[config.mk]
export PLATFORM = sky130hd
export DESIGN_NAME = obj_line_scheduler
export DESIGN_NICKNAME = d
export VERILOG_FILES = /design/src/rtl/obj_line_scheduler_pkg.sv /design/src/rtl/obj_line_scheduler_y_hit.sv /design/src/rtl/obj_line_scheduler.sv
export SDC_FILE = /design/constraint.sdc
export NUM_CORES = 1
export LEC_CHECK = 0
export ABC_AREA = 1
export BUFFER_PORTS_ARGS = -buffer_cell sky130_fd_sc_hd__clkbuf_2
export CORE_MARGIN = 8
export CORE_UTILIZATION = 25
export CTS_CLUSTER_SIZE = 16
export DETAILED_ROUTE_END_ITERATION = 12
export MAX_ROUTING_LAYER = met4
export PLACE_DENSITY_LB_ADDON = 0.08
export SLEW_MARGIN = 20
export SYNTH_ARGS = -nofsm -noshare
export SYNTH_HDL_FRONTEND = slang
export SYNTH_SLANG_ARGS = --single-unit
[constraint.sdc]
create_clock -name clk -period 3.78 [get_ports clk]
set_input_delay 0.189 -clock clk [delete_from_list [all_inputs] [get_ports clk]]
set_output_delay 0.189 -clock clk [all_outputs]
set_load 0.05 [all_outputs]
[src/rtl/obj_line_scheduler_pkg.sv]
// ============================================================================
// Module      : obj_line_scheduler_pkg
// Description : Shared OBM layout, object limits and scheduler state encoding.
// Revision    : 1.0 - initial release
// ============================================================================
`default_nettype none

package obj_line_scheduler_pkg;

    localparam int NUM_OBJECTS = 64;
    localparam int MAX_SLOTS   = 8;
    localparam int OBJ_HEIGHT  = 8;

    localparam logic [1:0] OBM_OFS_COLOR = 2'd0;
    localparam logic [1:0] OBM_OFS_ATTR  = 2'd1;
    localparam logic [1:0] OBM_OFS_Y     = 2'd2;
    localparam logic [1:0] OBM_OFS_X     = 2'd3;

    typedef enum logic [2:0] {
        ST_IDLE  = 3'd0,
        ST_SCAN  = 3'd1,
        ST_ATTR  = 3'd2,
        ST_XPOS  = 3'd3,
        ST_COLOR = 3'd4,
        ST_DONE  = 3'd5
    } sched_state_e;

endpackage

`default_nettype wire

[src/rtl/obj_line_scheduler_y_hit.sv]
// ============================================================================
// Module      : obj_y_hit_m
// Description : Combinational object/line coverage test and pattern row select.
// Revision    : 1.0 - initial release
// ============================================================================
`default_nettype none

module obj_y_hit_m
    import obj_line_scheduler_pkg::*;
(
    input  logic [7:0] line_i,
    input  logic [7:0] y_i,
    input  logic       vflip_i,
    output logic       hit_o,
    output logic [2:0] row_o
);

    logic [7:0] diff;

    // Modulo-256 difference lets objects near the bottom wrap onto the top lines.
    assign diff  = line_i - y_i;
    assign hit_o = (diff < 8'(OBJ_HEIGHT));
    assign row_o = vflip_i ? (3'd7 - diff[2:0]) : diff[2:0];

endmodule

`default_nettype wire

[src/rtl/obj_line_scheduler.sv]
// ============================================================================
// Module      : obj_line_scheduler
// Description : Scans OBM for one scanline and emits up to 8 object slot writes.
//               Optional overflow detection: define OBJ_SCHED_OVERFLOW_EN.
// Revision    : 1.0 - initial release
// ============================================================================
`default_nettype none

module obj_line_scheduler
    import obj_line_scheduler_pkg::*;
(
    input  logic       clk,
    input  logic       rst,
    input  logic       start_i,
    input  logic [7:0] next_y_i,
    output logic       obm_rd_o,
    output logic [7:0] obm_addr_o,
    input  logic [7:0] obm_data_i,
    output logic       slot_wr_o,
    output logic [2:0] slot_idx_o,
    output logic [7:0] slot_xp_o,
    output logic [4:0] slot_pmfa_o,
    output logic       slot_hflip_o,
    output logic [2:0] slot_row_o,
    output logic [2:0] slot_color_o,
    output logic [3:0] slot_count_o,
    output logic       busy_o,
    output logic       done_o,
    output logic       overflow_o
);

    sched_state_e state_q, state_d;
    logic [6:0]   scan_idx_q, scan_idx_d;
    logic [7:0]   line_q, line_d;
    logic [3:0]   slot_count_q, slot_count_d;
    logic         test_vld_q, test_vld_d;
    logic [5:0]   obj_q, obj_d;
    logic [7:0]   hit_y_q, hit_y_d;
    logic [7:0]   xp_q, xp_d;
    logic [4:0]   pmfa_q, pmfa_d;
    logic         hflip_q, hflip_d;
    logic [2:0]   row_q, row_d;

    logic         hit;
    logic [2:0]   row;
    logic         slots_full;
    logic         last_slot;
    logic         more_y;
    logic [5:0]   test_obj;

    // One checker serves both the Y test in SCAN and the row resolve in ATTR.
    obj_y_hit_m u_y_hit (
        .line_i  (line_q),
        .y_i     ((state_q == ST_ATTR) ? hit_y_q : obm_data_i),
        .vflip_i (obm_data_i[5]),
        .hit_o   (hit),
        .row_o   (row)
    );

    assign slots_full = (slot_count_q == 4'(MAX_SLOTS));
    assign more_y     = (scan_idx_q < 7'(NUM_OBJECTS));
    assign test_obj   = 6'(scan_idx_q - 7'd1);

`ifdef OBJ_SCHED_OVERFLOW_EN
    logic ovf_q, ovf_d;
    assign last_slot  = 1'b0;
    assign overflow_o = ovf_q;
`else
    assign last_slot  = (slot_count_q == 4'(MAX_SLOTS - 1));
    assign overflow_o = 1'b0;
`endif

    always_comb begin
        state_d      = state_q;
        scan_idx_d   = scan_idx_q;
        line_d       = line_q;
        slot_count_d = slot_count_q;
        test_vld_d   = 1'b0;
        obj_d        = obj_q;
        hit_y_d      = hit_y_q;
        xp_d         = xp_q;
        pmfa_d       = pmfa_q;
        hflip_d      = hflip_q;
        row_d        = row_q;
        obm_rd_o     = 1'b0;
        obm_addr_o   = 8'd0;
        slot_wr_o    = 1'b0;
`ifdef OBJ_SCHED_OVERFLOW_EN
        ovf_d        = ovf_q;
`endif
        case (state_q)
            ST_SCAN: begin
                if (test_vld_q && hit && !slots_full) begin
                    obm_rd_o   = 1'b1;
                    obm_addr_o = {test_obj, OBM_OFS_ATTR};
                    obj_d      = test_obj;
                    hit_y_d    = obm_data_i;
                    state_d    = ST_ATTR;
                end else if (more_y) begin
                    obm_rd_o   = 1'b1;
                    obm_addr_o = {scan_idx_q[5:0], OBM_OFS_Y};
                    scan_idx_d = scan_idx_q + 7'd1;
                    test_vld_d = 1'b1;
                end else begin
                    state_d = ST_DONE;
                end
`ifdef OBJ_SCHED_OVERFLOW_EN
                if (test_vld_q && hit && slots_full) begin
                    ovf_d = 1'b1;
                end
`endif
            end
            ST_ATTR: begin
                obm_rd_o   = 1'b1;
                obm_addr_o = {obj_q, OBM_OFS_X};
                hflip_d    = obm_data_i[6];
                pmfa_d     = obm_data_i[4:0];
                row_d      = row;
                state_d    = ST_XPOS;
            end
            ST_XPOS: begin
                obm_rd_o   = 1'b1;
                obm_addr_o = {obj_q, OBM_OFS_COLOR};
                xp_d       = obm_data_i;
                state_d    = ST_COLOR;
            end
            ST_COLOR: begin
                slot_wr_o    = 1'b1;
                slot_count_d = slot_count_q + 4'd1;
                if (more_y && !last_slot) begin
                    obm_rd_o   = 1'b1;
                    obm_addr_o = {scan_idx_q[5:0], OBM_OFS_Y};
                    scan_idx_d = scan_idx_q + 7'd1;
                    test_vld_d = 1'b1;
                    state_d    = ST_SCAN;
                end else begin
                    state_d = ST_DONE;
                end
            end
            ST_DONE: state_d = ST_IDLE;
            default: state_d = ST_IDLE;
        endcase

        // A start in any state (re)launches the scan; earlier slot writes go stale.
        if (start_i) begin
            state_d      = ST_SCAN;
            line_d       = next_y_i;
            slot_count_d = 4'd0;
            scan_idx_d   = 7'd0;
            test_vld_d   = 1'b0;
`ifdef OBJ_SCHED_OVERFLOW_EN
            ovf_d        = 1'b0;
`endif
        end
    end

    always_ff @(posedge clk or posedge rst) begin
        if (rst) begin
            state_q      <= ST_IDLE;
            scan_idx_q   <= 7'd0;
            line_q       <= 8'd0;
            slot_count_q <= 4'd0;
            test_vld_q   <= 1'b0;
            obj_q        <= 6'd0;
            hit_y_q      <= 8'd0;
            xp_q         <= 8'd0;
            pmfa_q       <= 5'd0;
            hflip_q      <= 1'b0;
            row_q        <= 3'd0;
`ifdef OBJ_SCHED_OVERFLOW_EN
            ovf_q        <= 1'b0;
`endif
        end else begin
            state_q      <= state_d;
            scan_idx_q   <= scan_idx_d;
            line_q       <= line_d;
            slot_count_q <= slot_count_d;
            test_vld_q   <= test_vld_d;
            obj_q        <= obj_d;
            hit_y_q      <= hit_y_d;
            xp_q         <= xp_d;
            pmfa_q       <= pmfa_d;
            hflip_q      <= hflip_d;
            row_q        <= row_d;
`ifdef OBJ_SCHED_OVERFLOW_EN
            ovf_q        <= ovf_d;
`endif
        end
    end

    assign slot_idx_o   = slot_wr_o ? slot_count_q[2:0] : 3'd0;
    assign slot_xp_o    = slot_wr_o ? xp_q : 8'd0;
    assign slot_pmfa_o  = slot_wr_o ? pmfa_q : 5'd0;
    assign slot_hflip_o = slot_wr_o & hflip_q;
    assign slot_row_o   = slot_wr_o ? row_q : 3'd0;
    assign slot_color_o = slot_wr_o ? obm_data_i[2:0] : 3'd0;
    assign slot_count_o = slot_count_q;
    assign busy_o       = (state_q != ST_IDLE);
    assign done_o       = (state_q == ST_DONE);

endmodule

`default_nettype wire

==> results.toml <==
[outcome]
status = "complete, no violations"

[die]
start_util = 0.253
die_h_um = 131
die_area_mm2 = 0.0172
ios = 59
row_count = 42
core_mm2 = 0.0131
die_w_um = 131

[setup_path]
cp.required_ps = 3590
worstPathArrival_ps = 3320
cp_max_fo = 20
startpoint_type = "flip-flop"
end_kind = "output pin"
worstSetupPathType = "reg -> out"

[global_route]
antenna_found_initial = 0
grt_util_met2 = 0.188
grt_pass1_vias = 2989
gr-max-usage-layer = "met2"
grtUsageTotal = 0.110
met3_usage = 0.0248
grt_overflow = 0
grt_pass1_wl_um = 15200
grt_max_degree = 30
met1_usage = 0.131

[clock_tree]
insertion_delay_ps = 290
numCtsBuffers = 5
clkSlewWorstSetupHoldPaths_ps = 70
cts_sinks = 54
htreeDepth = 2
cts_tree = "built"
cts_root_buffer = "clkbuf_16"
clockBufferDepth = 2

[synthesis]
yosysUniqueCellTypes = 33
synth-seq-cells = 54
yosys_warnings = 0
synth_top_area_frac = 0.406
avgSynthCellArea_um2 = 7.31
synthTopCellsByArea = "dfrtp_1 (41%), nand2_1 (16%), inv_1 (7.8%)"
synth_fa_ha_area_frac = 0.0512
netlist.top_cell.by_area = "dfrtp_1"
synthXorXnorAreaFrac = 0.0316
postSynth.topFlopCell = "dfrtp_1"
muxShareOfSynthArea = 0
synth_top_family_by_area = "simple AND/OR/NAND/NOR gates"
synth_async_sr_flop_share = 1.00
synth_compound_area_frac = 0.108
yosys.area_share.simple = 0.295
netlist_area_mm2 = 0.00333
synth.top_cells.by_count = "nand2_1 (138), inv_1 (69), dfrtp_1 (54), nor2_1 (43), o21ai_0 (32)"
syn_nets = 487
synth_cells = 455
synth.most_common_cell = "nand2_1"
synth_edf_count = 0
ys_seq_area_frac = 0.406

[layout]
drive_above_1_share = 0.200
diodes = 0
stdcell_count = 691
final_cell_area_mm2 = 0.00401
nets = 546
areaGrowthSynthToFinish_pct = 20.5

[routing]
ant_nets = 0
drc_errors = 0
wl_um = 9060
vias = 2890
via_per_inst = 4.18
dr.pass1.iters = 4
wl_per_cell_um = 13.1
first_iter_violations = 130

[timing]
finalHoldViolCount = 0
fin_crit_sh = 0.930
slew_viol_final = 0
finalClockSkew_ps = 8.31
fin_setup_tns_ps = 0
rsz0062_at_grt = "false"
slew_headroom = 0.553
worst_pin_slew_ps = 667
min_period_ps = 3510
setup_viol = 0
max_freq_mhz = 285

[place]
routabilityCongestion = 0.812
dp_hpwl_um = 6890
dp_cells = 678
place_area_mm2 = 0.00379
port_buffers = 57

[min_path]
hp-class = "in -> reg"

[power_and_ir_drop]
p_leak_nw = 2.31
peakVddDrop_mv = 0.303
p_per_area_mw_per_mm2 = 598
power_w = 0.00240

[run]
maxCapViolCount = 0
[repair_timing]
item	in CTS	in global routing
setup endpoints to repair	3	9
hold buffers	1	0
buffers inserted	0	4
pin swaps	0	1
resized for setup	1	6
endpoints found under the hold margin	25	0
[worst max-delay path: stages, from the launching register on]
cell	delay, ps
dfrtp_1	450
inv_2	90
nand3_4	190
buf_4	180
a21oi_1	90
ha_1	210
fa_1	400
inv_1	100
a21oi_1	80
xor2_1	140
nor2_1	230
nand3_4	180
nor2_4	170
inv_4	130
nand3_1	100
clkbuf_2	280
[cells in the final DEF, fill, tap and decap left out, types with 2 or more instances in the layout]
master	synthesis	final
dfrtp_1	54	54
nand4_1	3	3
clkbuf_2	0	54
clkinvlp_4	0	2
o21ai_1	1	3
a22oi_1	4	4
ha_1	12	12
o21ai_0	32	30
nand3_4	1	2
nor2_4	2	2
o21ai_2	11	11
a21oi_1	10	10
inv_2	1	2
nor3b_1	2	2
buf_4	1	10
nand2_2	4	4
nand3_1	26	26
nor2_2	2	2
buf_2	1	2
xor2_1	11	11
inv_1	69	68
nand3_2	4	3
nand2_1	138	138
nand3b_1	2	2
nor2_1	43	43
clkbuf_16	0	5
[layout make-up]
class	instances	area [um^2]
clock buffer	5	125
clock inverter	3	45.0
fill	1478	9130
inverter	71	269
multi-input combinational	314	1630
sequential	54	1350
tap	176	220
timing repair buffer	68	373
[stage by stage]
step           utilization  hold WS [ps]  setup WS (ps)
2_1_floorplan            -           306            626
3_3_place_gp         0.288           285            322
5_1_grt              0.305           105           3.48
6_report             0.305          99.5            266
4_1_cts              0.302          95.2           4.96
3_5_place_dp         0.288           285            331
[power breakdown]
group          switching [W]  total (W)  internal [W]
clock               0.000223   0.000536      0.000313
sequential          0.000124   0.000875      0.000751
combinational       0.000703   0.000989      0.000286
total                0.00105    0.00240       0.00135
[flip-flops by register name, indices dropped and copies added, names as in the netlist]
name and count:
hit_y_q 8, line_q 8, xp_q 8, scan_idx_q 7
obj_q 6, pmfa_q 5, slot_count_o 4, row_q 3
state_q 3, hflip_q 1, test_vld_q 1
[kinds of logic (layout without fill, tap and decap cells)]
logic type                 after synthesis  after routing
AOI/OAI and AO/OA                       60             60
xor gates and xnor gates                12             12
adders and majority gates               13             13
buffers and inverters                   87            147
DFF                                     54             54
other                                    1              1
and+or+nand+nor                        228            228
[routing by layer]
metal  vias to the layer above  routed length, um
met1                      1311               4290
met3                         5                306
li1                       1524                  -
met2                        50               4400
met5                         -                  0
met4                         0                 57
[worst paths after layout]
| check | cells after the start | slack (ps) | to | start |
|---|---|---|---|---|
| min in group asynchronous | 3 | 490 | xp_q[6] | rst |
| setup / recovery | 15 | 270 | obm_rd_o | state_q[2] |
| hold / removal | 3 | 100 | line_q[6] | next_y_i[6] |
| hold reg to reg | 2 | 480 | hit_y_q[3] | hit_y_q[3] |
| max in group asynchronous | 4 | 2460 | line_q[2] | rst |
| setup reg to reg | 16 | 690 | obj_q[5] | state_q[2] |
Note: power is estimated with default switching activity, not from simulation.
